`src/rtl/bcd_countdown_timer.sv`:
```
//==============================================================================
// bcd_countdown_timer : HH:MM:SS BCD countdown with per-second prescaler,
//                       run/pause control and expiry flag.
// Revision: 1.0
//==============================================================================
`default_nettype none

module bcd_countdown_timer #(
    parameter int              TICK_W     = 26,
    parameter logic [TICK_W-1:0] TICK_COUNT = 26'd49_999_999
) (
    input  logic        clk,
    input  logic        rst,
    input  logic        load,
    input  logic [23:0] load_bcd,
    input  logic        start,
    input  logic        stop,
    output logic [23:0] bcd,
    output logic        running,
    output logic        expired,
    output logic        done,
    output logic        load_err
);

    typedef enum logic [1:0] {
        S_IDLE    = 2'd0,
        S_RUN     = 2'd1,
        S_PAUSE   = 2'd2,
        S_EXPIRED = 2'd3
    } state_t;

    state_t            r_state, w_state_nxt;
    logic [TICK_W-1:0] r_presc, w_presc_nxt;
    logic [23:0]       r_bcd, w_bcd_nxt, w_bcd_dec;
    logic              r_done, w_done_nxt;
    logic              r_load_err, w_err_nxt;
    logic              w_digits_ok, w_load_ok, w_borrow;
    logic              w_at_tc, w_tick, w_is_zero;

    always_comb begin
        w_digits_ok = 1'b1;
        for (int i = 0; i < 6; i++) begin
            if (load_bcd[i*4 +: 4] > 4'd9) begin
                w_digits_ok = 1'b0;
            end
        end
    end

    assign w_load_ok = w_digits_ok
                    && (load_bcd[15:12] <= 4'd5)
                    && (load_bcd[7:4]   <= 4'd5)
                    && ((load_bcd[23:20] < 4'd2)
                        || ((load_bcd[23:20] == 4'd2) && (load_bcd[19:16] <= 4'd3)));

    // Ripple-borrow decrement; a zero digit that lends reloads to its maximum.
    always_comb begin
        w_bcd_dec = r_bcd;
        w_borrow  = 1'b1;
        for (int i = 0; i < 6; i++) begin
            if (w_borrow) begin
                if (r_bcd[i*4 +: 4] != 4'd0) begin
                    w_bcd_dec[i*4 +: 4] = r_bcd[i*4 +: 4] - 4'd1;
                    w_borrow            = 1'b0;
                end else begin
                    w_bcd_dec[i*4 +: 4] = (i == 1 || i == 3) ? 4'd5 : 4'd9;
                end
            end
        end
    end

    assign w_is_zero = (r_bcd == 24'd0);
    assign w_at_tc   = (r_presc == TICK_COUNT);
    assign w_tick    = (r_state == S_RUN) && w_at_tc && !load && !stop;

    always_comb begin
        w_state_nxt = r_state;
        w_bcd_nxt   = r_bcd;
        w_presc_nxt = r_presc;
        w_done_nxt  = 1'b0;
        w_err_nxt   = 1'b0;

        if (load) begin
            w_presc_nxt = '0;
        end else if (r_state == S_RUN) begin
            if (w_at_tc) begin
                w_presc_nxt = stop ? r_presc : '0;
            end else begin
                w_presc_nxt = r_presc + 1'b1;
            end
        end

        if (load) begin
            if (w_load_ok) begin
                w_bcd_nxt = load_bcd;
                if (r_state == S_EXPIRED) begin
                    w_state_nxt = S_IDLE;
                end
            end else begin
                w_err_nxt = 1'b1;
            end
        end else if (stop) begin
            if (r_state == S_RUN) begin
                w_state_nxt = S_PAUSE;
            end
        end else if (start) begin
            if (r_state == S_IDLE && !w_is_zero) begin
                w_state_nxt = S_RUN;
                w_presc_nxt = '0;
            end else if (r_state == S_PAUSE) begin
                w_state_nxt = S_RUN;
            end
        end

        // A tick already excludes load/stop, and start is a no-op in RUN.
        if (w_tick) begin
            w_bcd_nxt = w_is_zero ? 24'd0 : w_bcd_dec;
            if (w_is_zero || (w_bcd_dec == 24'd0)) begin
                w_state_nxt = S_EXPIRED;
                w_done_nxt  = 1'b1;
            end
        end
    end

    always_ff @(posedge clk) begin
        if (rst) begin
            r_state    <= S_IDLE;
            r_bcd      <= 24'd0;
            r_presc    <= '0;
            r_done     <= 1'b0;
            r_load_err <= 1'b0;
        end else begin
            r_state    <= w_state_nxt;
            r_bcd      <= w_bcd_nxt;
            r_presc    <= w_presc_nxt;
            r_done     <= w_done_nxt;
            r_load_err <= w_err_nxt;
        end
    end

    assign bcd      = r_bcd;
    assign running  = (r_state == S_RUN);
    assign expired  = (r_state == S_EXPIRED);
    assign done     = r_done;
    assign load_err = r_load_err;

endmodule

`default_nettype wire

```
`config.mk`:
```
export PLATFORM = sky130hd
export DESIGN_NAME = bcd_countdown_timer
export DESIGN_NICKNAME = d
export VERILOG_FILES = /design/src/rtl/bcd_countdown_timer.sv
export SDC_FILE = /design/constraint.sdc
export NUM_CORES = 1
export LEC_CHECK = 0
export ABC_AREA = 1
export BUFFER_PORTS_ARGS = -buffer_cell sky130_fd_sc_hd__buf_4
export CAP_MARGIN = 20
export CORE_ASPECT_RATIO = 1.25
export CORE_MARGIN = 2
export CORE_UTILIZATION = 53
export DETAILED_ROUTE_END_ITERATION = 16
export PLACE_DENSITY = 0.85
export SETUP_SLACK_MARGIN = 0.05
export SYNTH_ARGS = -nofsm -noshare
export SYNTH_HDL_FRONTEND = slang
export SYNTH_SLANG_ARGS = --single-unit
```
`constraint.sdc`:
```
create_clock -name clk -period 1.7 [get_ports clk]
set_input_delay 0.17 -clock clk [delete_from_list [all_inputs] [get_ports clk]]
set_output_delay 0.17 -clock clk [all_outputs]
set_load 0.1 [all_outputs]
```
==> results.sh <==
export IMPL_synth_main_ff_cell="dfxtp_1"
export IMPL_clock_root_buffer="clkbuf_8"
export IMPL_synth_top_area_share_pct=27.4
export IMPL_place_gp_congestion=0.994
export IMPL_finalHoldViolations=0
export IMPL_hold_buffers=0
export IMPL_power_leakage_nw=2.86
export IMPL_clock_latency_ns=0.33
export IMPL_fin_util_pct=85.2
export IMPL_grt_use_total_pct=40.9
export IMPL_drive_gt1_share_pct=44.8
export IMPL_top_usage_layer="met2"
export IMPL_dr_total_vias=5997
export IMPL_hp_start="rst"
export IMPL_crit_type="reg2reg"
export IMPL_syn_area_per_cell_um2=6.13
export IMPL_synth_async_reset_ratio_pct=0
export IMPL_grtUsageMet1_pct=40.1
export IMPL_die_area_um2=8160
export IMPL_path_max_fanout=6
export IMPL_reg2reg_depth=13
export IMPL_tns_ns=-12.08
export IMPL_cts_tree="done"
export IMPL_wl_per_cell_um=20.6
export IMPL_avgViaCountPerCell=6.54
export IMPL_antenna_left=0
export IMPL_nNetsFinal=854
export IMPL_fin_crit_ns=2.22
export IMPL_endpoint_kind="flip-flop"
export IMPL_clkSinkCount=54
export IMPL_dieHeight_um=100
export IMPL_yosysTopAreaCell="dfxtp_1"
export IMPL_r2r_setup_slack_ns=-0.52
export IMPL_port_buffers=56
export IMPL_violations="setup timing"
export IMPL_use_met3_pct=6.90
export IMPL_grt_pass1_wl_um=25700
export IMPL_initial_utilization_pct=54.0
export IMPL_r2r_end="r_state[1]$_SDFF_PP0_"
export IMPL_seq_area_frac_synth_pct=27.4
export IMPL_slew_headroom_pct=71.9
export IMPL_multiInputGateArea_um2=3040
export IMPL_coreArea_um2=7310
export IMPL_placed_cell_area_um2=5330
export IMPL_syn_area_um2=3950
export IMPL_areaGrowthSynthToFinish_pct=57.9
export IMPL_grt_ovfl_total=0
export IMPL_outcome="finished, violations left"
export IMPL_clk_path_buf_depth=2
export IMPL_ys_top_cells_by_area="dfxtp_1 (27%), nand2_1 (17%), o21ai_0 (9.1%)"
export IMPL_ys_types=41
export IMPL_tightest_slew_ns=0.419
export IMPL_synth_seq_cells=54
export IMPL_fmax_mhz=451
export IMPL_fillCellCount=389
export IMPL_cp_data_required_time_ns=1.91
export IMPL_grt_max_degree=37
export IMPL_rsz0062_at_grt="yes"
export IMPL_yosysWarnings=0
export IMPL_fp_dieW_um=81.2
export IMPL_final_seq_area_um2=1170
export IMPL_io_pins=57
export IMPL_rows=35
export IMPL_setup_viol=53
export IMPL_drcViolationCount=0
export IMPL_dp_hpwl_um=10600
export IMPL_grt_antenna_before_repair=0
export IMPL_cts_htree_levels=2
export IMPL_clk_pin_slew_ns=0.11
export IMPL_final_cell_area_um2=6230
export IMPL_holdPathEnd="r_state[0]$_SDFF_PP0_"
export IMPL_clock_skew_ns=0.0126
export IMPL_holdPathStages=2
export IMPL_start_kind="flip-flop"
export IMPL_rr_startpoint="bcd[20]$_SDFFE_PP0P_"
export IMPL_syn_nets=674
export IMPL_peakVddDrop_v=0.000409
export IMPL_synth_edf_count=0
export IMPL_use_met2_pct=73.6
export IMPL_dr_pass1_iters=7
export IMPL_first_global_vias=5550
export IMPL_drt_iter0_drc=640
export IMPL_wl_um=18900
export IMPL_maxCapViolCount=0
export IMPL_power_density_nw_per_um2=423
export IMPL_drv_slew=0
export IMPL_antenna_cells=0
export IMPL_whs_ns=0.0347
export IMPL_setup_slack_ns=-0.517
export IMPL_syn_inst=644
export IMPL_finalCritPeriodShare_pct=130
export IMPL_numCtsBuffers=5
export IMPL_cp_arrival_ns=2.43
export IMPL_holdCritPathClass="in2reg"
==> synthesized netlist by cell type (6+ instances only) <==
| cell | count |
|---|---|
| nor2_1 | 73 |
| inv_1 | 63 |
| nand4_1 | 14 |
| a21oi_1 | 43 |
| nand3_1 | 37 |
| o21ai_0 | 72 |
| dfxtp_1 | 54 |
| buf_2 | 6 |
| xor2_1 | 9 |
| nor4_1 | 6 |
| nor2_4 | 6 |
| nor3_1 | 23 |
| nand2_1 | 175 |
| clkbuf_1 | 8 |
| nor2_2 | 6 |
==> flip-flops by register name, indices dropped and copies added, names as in the netlist <==
name,count
r_state,2
bcd,24
r_presc,26
load_err,1
done,1
==> placed cells by master, fill, tap and decap left out, types with 8 or more instances in the layout <==
cell / instances
buf_6: 10
inv_1: 58
o21ai_0: 60
nor2_1: 57
o21ai_1: 13
nor3_2: 11
nor3_1: 14
nand2_1: 144
nand2_2: 20
a21oi_2: 23
dfxtp_1: 24
nand3_1: 30
nand4_1: 14
buf_4: 176
nor2_4: 21
nand2_4: 17
inv_2: 9
xor2_1: 9
dfxtp_4: 22
a21oi_1: 20
dfxtp_2: 8
==> kinds of logic (layout without fill, tap and decap cells) <==
logic type	count (synthesis)	in the layout	share of synthesized area (%)
flops	54	54	27.4
fa+ha+maj	1	1	0.317
compound gates	127	127	16.8
simple gates	364	365	44.1
buf+inv	89	269	9.45
xor+xnor	9	9	2.00
==> where the power goes <==
group / internal, mW / switching [mW] / total (mW)
registers: 1.25 / 0.0240 / 1.28
logic: 0.213 / 0.326 / 0.538
clock network: 0.332 / 0.489 / 0.820
==> metal layers <==
layer / wire (um) / vias to the layer above
li1: - / 2481
met1: 5830 / 2689
met2: 9030 / 580
met3: 1810 / 247
met4: 2240 / 0
met5: 0 / -
==> how the worst max path moves through the flow <==
| stage | startpoint | endpoint | slack (ns) | depth (start not counted) |
|---|---|---|---|---|
| finish | bcd[20]$_SDFFE_PP0P_ | r_state[1]$_SDFF_PP0_ | -0.52 | 13 |
| global route | bcd[10]$_SDFFE_PP0P_ | r_state[1]$_SDFF_PP0_ | -0.51 | 14 |
| CTS | r_presc[0]$_SDFF_PP0_ | bcd[15]$_SDFFE_PP0P_ | -0.11 | 12 |
| detailed placement | load_bcd[23] | bcd[20]$_SDFFE_PP0P_ | -0.27 | 8 |
| global placement | load_bcd[23] | bcd[20]$_SDFFE_PP0P_ | -0.19 | 8 |
| floorplan | bcd[1]$_SDFFE_PP0P_ | r_presc[25]$_SDFF_PP0_ | -0.02 | 11 |
==> repair_timing <==
item	in CTS	in global routing
gates resized for setup	83	78
gates cloned	4	0
pin swaps	36	34
setup buffers	14	11
setup endpoints to repair	54	54
==> worst max-delay path, cell delays in order (launching register included) <==
cell and delay (ns):
dfxtp_2 0.35, buf_4 0.16, o21ai_0 0.28, nand2_1 0.16
nor2_1 0.19, nand4_1 0.16, nand2_1 0.14, nor2_2 0.05
nand2_1 0.23, nor2_4 0.09, nand2_2 0.09, nand2_1 0.07
nand2_2 0.07, nand2_1 0.06
==> stage by stage <==
stage	setup slack, ns	power [mW]	cells
6_report	-0.517	2.64	917
5_1_grt	-0.511	2.70	917
4_1_cts	-0.114	2.51	906
3_5_place_dp	-0.266	1.70	880
3_3_place_gp	-0.187	1.69	880
2_1_floorplan	-0.0172	1.53	644
==> layout make-up <==
class	count	share of cell area [%]
Clock inverter	1	0.0803
Sequential cell	54	18.8
Clock buffer	7	1.39
Inverter	69	4.28
Timing Repair Buffer	192	24.9
Multi-Input combinational cell	502	48.7
Tap cell	92	1.85
Note: power is estimated with default switching activity, not from simulation.
